`config.mk`:
```
export PLATFORM = sky130hd
export DESIGN_NAME = a2d_arbiter
export DESIGN_NICKNAME = d
export VERILOG_FILES = /design/src/rtl/a2d_arbiter.sv
export SDC_FILE = /design/constraint.sdc
export NUM_CORES = 1
export LEC_CHECK = 0
export CAP_MARGIN = 40
export CORE_UTILIZATION = 44
export CTS_BUF_LIST = sky130_fd_sc_hd__clkbuf_4 sky130_fd_sc_hd__clkbuf_8
export DETAILED_ROUTE_END_ITERATION = 8
export MAX_ROUTING_LAYER = met4
export PLACE_DENSITY = 0.77
export SYNTH_ARGS = -nofsm -noshare
export SYNTH_HDL_FRONTEND = slang
export SYNTH_SLANG_ARGS = --single-unit
```
`constraint.sdc`:
```
create_clock -name clk -period 1.6 [get_ports clk]
set_clock_uncertainty 0.05 [all_clocks]
set_input_delay 0.16 -clock clk [delete_from_list [all_inputs] [get_ports clk]]
set_output_delay 0.16 -clock clk [all_outputs]
set_load 0.01 [all_outputs]
```
`src/rtl/a2d_arbiter.sv`:
```
// Round-robin arbiter sharing one A2D converter between the motion controller (0)
// and an auxiliary monitor (1); includes a conversion timeout.
module a2d_arbiter #(
  parameter logic [9:0] TIMEOUT = 10'd600
) (
  input  logic        clk,
  input  logic        rst,
  input  logic        req0,
  input  logic [2:0]  chnl0,
  input  logic        req1,
  input  logic [2:0]  chnl1,
  input  logic        cnv_cmplt,
  input  logic [11:0] A2D_res,
  output logic        strt_cnv,
  output logic [2:0]  chnnl,
  output logic [11:0] res,
  output logic        done0,
  output logic        done1,
  output logic        err,
  output logic        busy
);

  typedef enum logic [1:0] {IDLE, START, WAIT, DONE} state_t;

  state_t     state;
  logic [9:0] cnt;
  logic       last;
  logic       winner;
  logic       pick;

  // On a tie the requester not granted last time wins.
  always_comb begin
    pick = req1;
    if (req0 && req1) pick = ~last;
  end

  // Outputs are registered on the transition into the state that owns them,
  // so strt_cnv lines up with START and done0/done1 with DONE.
  always_ff @(posedge clk or posedge rst) begin
    if (rst) begin
      state    <= IDLE;
      cnt      <= '0;
      last     <= 1'b1;
      winner   <= 1'b0;
      strt_cnv <= 1'b0;
      chnnl    <= '0;
      res      <= '0;
      done0    <= 1'b0;
      done1    <= 1'b0;
      err      <= 1'b0;
      busy     <= 1'b0;
    end else begin
      strt_cnv <= 1'b0;
      done0    <= 1'b0;
      done1    <= 1'b0;
      unique case (state)
        IDLE: begin
          if (req0 || req1) begin
            winner   <= pick;
            chnnl    <= pick ? chnl1 : chnl0;
            strt_cnv <= 1'b1;
            busy     <= 1'b1;
            state    <= START;
          end
        end
        START: begin
          cnt   <= '0;
          state <= WAIT;
        end
        WAIT: begin
          cnt <= cnt + 10'd1;
          if (cnv_cmplt) begin
            res   <= A2D_res;
            err   <= 1'b0;
            done0 <= ~winner;
            done1 <= winner;
            state <= DONE;
          end else if (cnt == TIMEOUT - 10'd1) begin
            // Counter starts at 0 on WAIT entry, so this is the TIMEOUT-th WAIT cycle.
            err   <= 1'b1;
            done0 <= ~winner;
            done1 <= winner;
            state <= DONE;
          end
        end
        DONE: begin
          last  <= winner;
          busy  <= 1'b0;
          state <= IDLE;
        end
      endcase
    end
  end

endmodule
```
==> summary.txt, run 1 <==
Synth
  – Synth warn: 0
  – Yosys top cell area share: 0.5528
  – Yosys cell types: 30
  – Synth area leaders: dfrtp_1 55%, mux2_2 9.8%, ha_1 4.2%, mux2i_1 3.4%, o21ai_0 3.4%
  – #FFs+latches synth: 34
  – Syn_area_per_cell: roughly 12 sq um
  – Synth Net Count: 157
  – Largest area contributor in the netlist: dfrtp_1
  – Cell area after synthesis: 0.001494 sq mm
  – Post-Syn Instances: 129
  – Seq/Total Area, Yosys: 0.5704

Setup path
  – Family with the most delay on the worst path: flip-flops
  – Slowest cell on crit path: dfrtp_1
  – Cell count along the critical path: 5
  – CP max FO: 4
  – Type of the worst setup path: register to register
  – Critical path capture point type: register
  – Slowest cell delay on critical path: 0.40 ns
  – CP Cell Sequence: inv_2, ha_4, inv_1, o31a_2, mux2_4
  – R2r setup slk: 0.02 ns
  – Req. time, crit path: between 1.5 and 2 ns
  – CP startpoint kind: register
  – Arrival time at the worst endpoint: 1.77 ns
  – Path depth of the worst reg2reg path: 5
  – Buf+Inv Stages, Crit Path: 2

Drt
  – Vias: about 1200
  – Drt total wl: 3.317 mm
  – DRC viols: 0
  – Routed vias/inst: 4.971
  – DR pass1 iterations: 4
  – Post-route ant nets: 0
  – WL/cell: around 14 um
  – Iter 0 DRT Violations: 41

Final layout
  – Finished Layout Cells: 241
  – N_diodes: 0
  – Area Overhead vs Synth: 51.67%
  – Fraction of layout cells with a size suffix above 1: 0.2640
  – Final #Nets: ~220
  – Fill count: between 200 and 250
  – Core occupancy in the finished layout: 0.7244
  – Multi-input gate area: around 640 sq um
  – Register area: 852.1 sq um

Timing
  – Slew margin rel.: 0.8571
  – Fin. Hold Viols: 0
  – Min Tclk post-route: 1.577 ns
  – Setup violations, final: 0
  – Fin crit share: 0.9854
  – Worst-Margin Slew: 0.2128 ns
  – Slack of the critical path: 0.02338 ns
  – Final Hold Slack: approximately 0.091 ns
  – Max Fclk: 634.3 MHz
  – Max Slew Vio Count: 0
  – RSZ-0062 raised after global routing: true

CTS
  – CTS buffer count: 5
  – Clk slew on worst S/H paths: 0.11 ns
  – Worst-Skew Late Latency: roughly 0.35 ns
  – Clock buffer depth: 2
  – Post-CTS Hold Buffers: 0
  – CTS tree: built
  – CTS H-Tree Depth: 2
  – Clock Tree Root: clkbuf_4
  – Clock Sinks: 34

Floorplan
  – Core footprint: between 0.003 and 0.004 sq mm
  – Rows: 20
  – DIE AREA: ~0.0036 sq mm
  – Die X-Extent: 60.27 um
  – Io pins: 43
  – Die H: ~60 um
  – Initial Util: 0.4776

GRT
  – Vias in the first global route: 1173
  – GRT met1 Usage: 0.2224
  – Antenna violations before repair: 0
  – Largest net degree at the start of global routing: 35
  – Met3 Usage GRT: 0.05195
  – Most Crowded Layer GR: met2
  – GR Overflow Total: 0
  – First-pass GRT wire length: 5.043 mm
  – Global Route Usage Sum: 0.2057
  – Met2 Use GR: 0.3438

Place
  – PortBufs: 42
  – DP Worst Slack: -0.05451 ns
  – Dpl cells: 229
  – Hpwl dp: 2.418 mm
  – GP Congestion: 0.8308

Status
  – Status: complete, no violations

Power and ir drop
  – Maximum VDD drop: 1.088 mV
  – Leakage power: ~1.0 nW
  – PD cells: 1689 mW/mm^2

Worst hold path
  – Worst Hold Class: input port to asynchronous set/reset pin

Job
  – Max Cap Viol: 0
[cells in the mapped netlist]
| cell | n |
|---|---|
| nand2_1 | 11 |
| buf_2 | 1 |
| a21oi_1 | 6 |
| mux2i_1 | 5 |
| ha_1 | 5 |
| nor4_2 | 1 |
| nor2b_1 | 1 |
| mux2_2 | 13 |
| nand3b_1 | 1 |
| o31a_2 | 1 |
| buf_4 | 1 |
| nor3b_1 | 1 |
| dfrtp_1 | 33 |
| xor2_1 | 3 |
| nor3_1 | 1 |
| xnor2_1 | 1 |
| nor2_1 | 9 |
| inv_1 | 8 |
| mux2_1 | 1 |
| a21boi_1 | 1 |
| o22ai_1 | 1 |
| or3_1 | 2 |
| nand3_1 | 3 |
| clkbuf_1 | 1 |
| nand4b_1 | 1 |
| o21ai_1 | 1 |
| dfstp_2 | 1 |
| nand4_1 | 3 |
| o21ai_0 | 10 |
| and3_1 | 2 |
[stage by stage]
stage	area (sq um)	setup TNS, ns	total power [mW]
after floorplan	1498	0	2.123
after global placement	2106	0	2.936
after detailed placement	2106	-0.1126	3.030
after CTS	2196	-0.06517	3.699
after global routing	2266	-0.06502	4.079
final	2266	0	3.826
[routing by layer]
layer	share of wire	vias up
met3	0.062	8
li1	-	579
met2	0.50	41
met4	0.017	0
met1	0.42	570
met5	0	-
[power breakdown]
part           internal, mW  switching (mW)  total (mW)
Clock                 0.327           0.307       0.634
Combinational          1.11           0.774        1.88
Sequential             1.16           0.149        1.31
Total                  2.60            1.23        3.83
[worst paths after layout]
check,from,end
max reg2reg,state[0],state[1]
max in group asynchronous,rst,last
max,state[0],state[1]
min,rst,res[5]
min in group clk,A2D_res[8],res[8]
min reg2reg,winner,done0
[placed cells by master (no fill, tap or decap), types with 2 or more instances in the layout]
cell type and n:
clkdlybuf4s50_1 42, mux2_2 13, clkinvlp_4 2, a21oi_1 4, o21ai_1 3, buf_12 2, and3_1 2, clkbuf_4 5
ha_1 2, nor2_1 9, dfrtp_1 33, nand2_1 11, a21oi_2 2, buf_4 19, o21ai_0 8, or3_1 2
ha_4 2, xor2_1 3, nand4_1 3, mux2i_1 5, inv_1 7, nand3_1 3
[logic make-up (layout without fill, tap and decap cells)]
kind of cell,Yosys count,after routing,synth area share
muxes,19,19,0.1390
adders and majority gates,5,5,0.04188
AOI/OAI and AO/OA,20,20,0.07287
DFF,34,34,0.5704
xor gates and xnor gates,4,4,0.02345
and+or+nand+nor,36,36,0.1214
buffers and inverters,11,79,0.03099
[timing repair]
item / CTS / global route
hold endpoints to repair: 0 / 0
pin swaps: 1 / 5
endpoints found under the setup margin: 4 / 4
setup buffers: 1 / 3
resized for setup: 0 / 10
[layout make-up]
class / count / area share
timing repair buffer: 63 / 0.2662
inverter: 8 / 0.01325
sequential: 34 / 0.3760
multi-input combinational: 84 / 0.2838
clock buffer: 5 / 0.01657
tap: 44 / 0.02430
clock inverter: 3 / 0.01988
[registers in the layout, indices dropped and copies added, names as in the netlist, 2 cells and up]
| signal | count |
|---|---|
| cnt | 10 |
| res | 12 |
| chnnl | 3 |
| state | 2 |
[worst min-delay path, cell delays in order]
cell	delay, ns
clkdlybuf4s50_1	0.40
inv_1	0.09
buf_12	0.21
(Power assumes the default switching activity.)
==> run 2, diff against run 1 <==
- RECOVER_POWER: unset -> 100
==> summary.txt, run 2 (synthesized netlist as in run 1, its figures left out) <==
Floorplan
  – Rows: 20
  – Initial Util: 0.4776
  – Io pins: 43
  – DIE AREA: between 0.003 and 0.004 sq mm
  – Die H: 60.27 um
  – Die X-Extent: about 60 um
  – Core footprint: 0.003128 sq mm

Final layout
  – Final Cell Area: approximately 0.0022 sq mm
  – Top flop regs: res: 12 flops, cnt: 10 flops, chnnl: 3 flops
  – Most frequent cells in the layout: 41 x clkdlybuf4s50_1, 33 x dfrtp_1, 17 x buf_4, 13 x mux2_2, 11 x nand2_1
  – Area Overhead vs Synth: 50.17%
  – Max FFs per register: 12
  – Final #Nets: 224
  – N_diodes: 0
  – Finished Layout Cells: 241
  – Fraction of layout cells with a size suffix above 1: 0.2538
  – Commonest non-fill, non-tap cell in the layout: clkdlybuf4s50_1
  – Core occupancy in the finished layout: 0.7172
  – Largest reg by FF count: res

CTS
  – Clock Tree Root: clkbuf_4
  – Clk slew on worst S/H paths: 0.11 ns
  – CTS buffer count: 5
  – Post-CTS Hold Buffers: 0
  – Worst-Skew Late Latency: between 0.3 and 0.4 ns
  – Clock Sinks: 34
  – CTS H-Tree Depth: 2
  – Clock buffer depth: 2
  – CTS tree: built

Power and ir drop
  – PD cells: around 1700 mW/mm^2
  – Maximum VDD drop: 1.086 mV
  – Leakage power: 0.9843 nW
  – Pwr Total: 3.783 mW

Setup path
  – CP startpoint kind: register
  – Critical path capture point type: register
  – Family with the most delay on the worst path: flip-flops
  – Buf+Inv Stages, Crit Path: 2
  – Arrival time at the worst endpoint: ~1.8 ns
  – Slowest cell delay on critical path: about 0.4 ns
  – CP Cell Sequence: inv_2, ha_4, inv_1, o31a_2, mux2_4
  – Type of the worst setup path: register to register
  – Slowest cell on crit path: dfrtp_1
  – CP max FO: 4
  – Req. time, crit path: between 1.5 and 2 ns

Timing
  – Min Tclk post-route: 1.575 ns
  – RSZ-0062 raised after global routing: true
  – Final Hold Slack: between 0.3 and 0.4 ns
  – Slack of the critical path: approximately 0.025 ns
  – Setup violations, final: 0
  – Setup TNS: 0 ns
  – Fin. Hold Viols: 0
  – Max Slew Vio Count: 0
  – Max Fclk: ~630 MHz
  – Slew margin rel.: 0.4557
  – Fin crit share: 0.9846
  – Worst-Margin Slew: ~0.82 ns

Drt
  – Post-route ant nets: 0
  – DRC viols: 0
  – WL/cell: 13.64 um
  – Drt total wl: between 3 and 4 mm
  – Vias: ~1200
  – Iter 0 DRT Violations: 34
  – DR pass1 iterations: 4
  – Routed vias/inst: 4.963

Place
  – Dpl cells: 229
  – GP Congestion: slightly above 0.8
  – PortBufs: 42
  – DP Worst Slack: -0.05451 ns
  – Hpwl dp: ~2.4 mm
  – Dpl cell area: ~0.0021 sq mm

GRT
  – Largest net degree at the start of global routing: 35
  – GR Overflow Total: 0
  – Global Route Usage Sum: 0.2057
  – Antenna violations before repair: 0
  – First-pass GRT wire length: 5.043 mm
  – Vias in the first global route: 1173

Status
  – Status: complete, no violations

Worst hold path
  – Worst Hold Class: input port to register

Job
  – Max Cap Viol: 0
## run 2: cell types whose count changed in the layout (fill, tap and decap cells not counted)
cell / before / now
clkbuf_2: 0 / 1
o21ai_0: 8 / 9
o21ai_1: 3 / 2
clkbuf_1: 0 / 2
dlygate4sd3_1: 0 / 1
buf_12: 2 / 1
clkdlybuf4s50_1: 42 / 41
buf_4: 19 / 17
## run 2: what timing repair did
action / 4_1_cts / 5_1_grt
gates resized for setup: 0 / 10
pin swaps: 1 / 5
endpoints found under the setup margin: 4 / 4
setup buffers: 1 / 3
## run 2: cell type report
class | count | area, sq um
Tap cell | 44 | 55.05
Clock inverter | 3 | 45.04
Inverter | 8 | 30.03
Clock buffer | 5 | 37.54
Timing Repair Buffer | 63 | 580.6
Sequential cell | 34 | 852.1
Fill cell | 234 | 884.6
Multi-Input combinational cell | 84 | 643.1
## run 2: worst paths after layout
check | slack, ns | startpoint | cells past startpoint | end
min reg2reg | 0.42 | winner | 1 | done0
min in group asynchronous | 0.43 | rst | 3 | res[5]
max reg2reg | 0.02 | state[0] | 5 | state[1]
min | 0.36 | A2D_res[8] | 2 | res[8]
max | 0.02 | state[0] | 5 | state[1]
max in group asynchronous | 0.54 | rst | 3 | done1
## run 2: where the power goes
group / switching [mW] / leakage [nW] / total [mW] / internal [mW]
sequential: 0.149 / 0.431 / 1.31 / 1.16
combinational: 0.770 / 0.516 / 1.84 / 1.07
clock: 0.305 / 0.0374 / 0.633 / 0.328
total: 1.22 / 0.984 / 3.78 / 2.56
## run 2: per-layer routing
layer	track usage	wire length, um	vias up
met5	-	0	-
met4	0.1096	46	0
met3	0.05195	188	3
met2	0.3438	1694	36
met1	0.2224	1359	579
li1	-	-	578
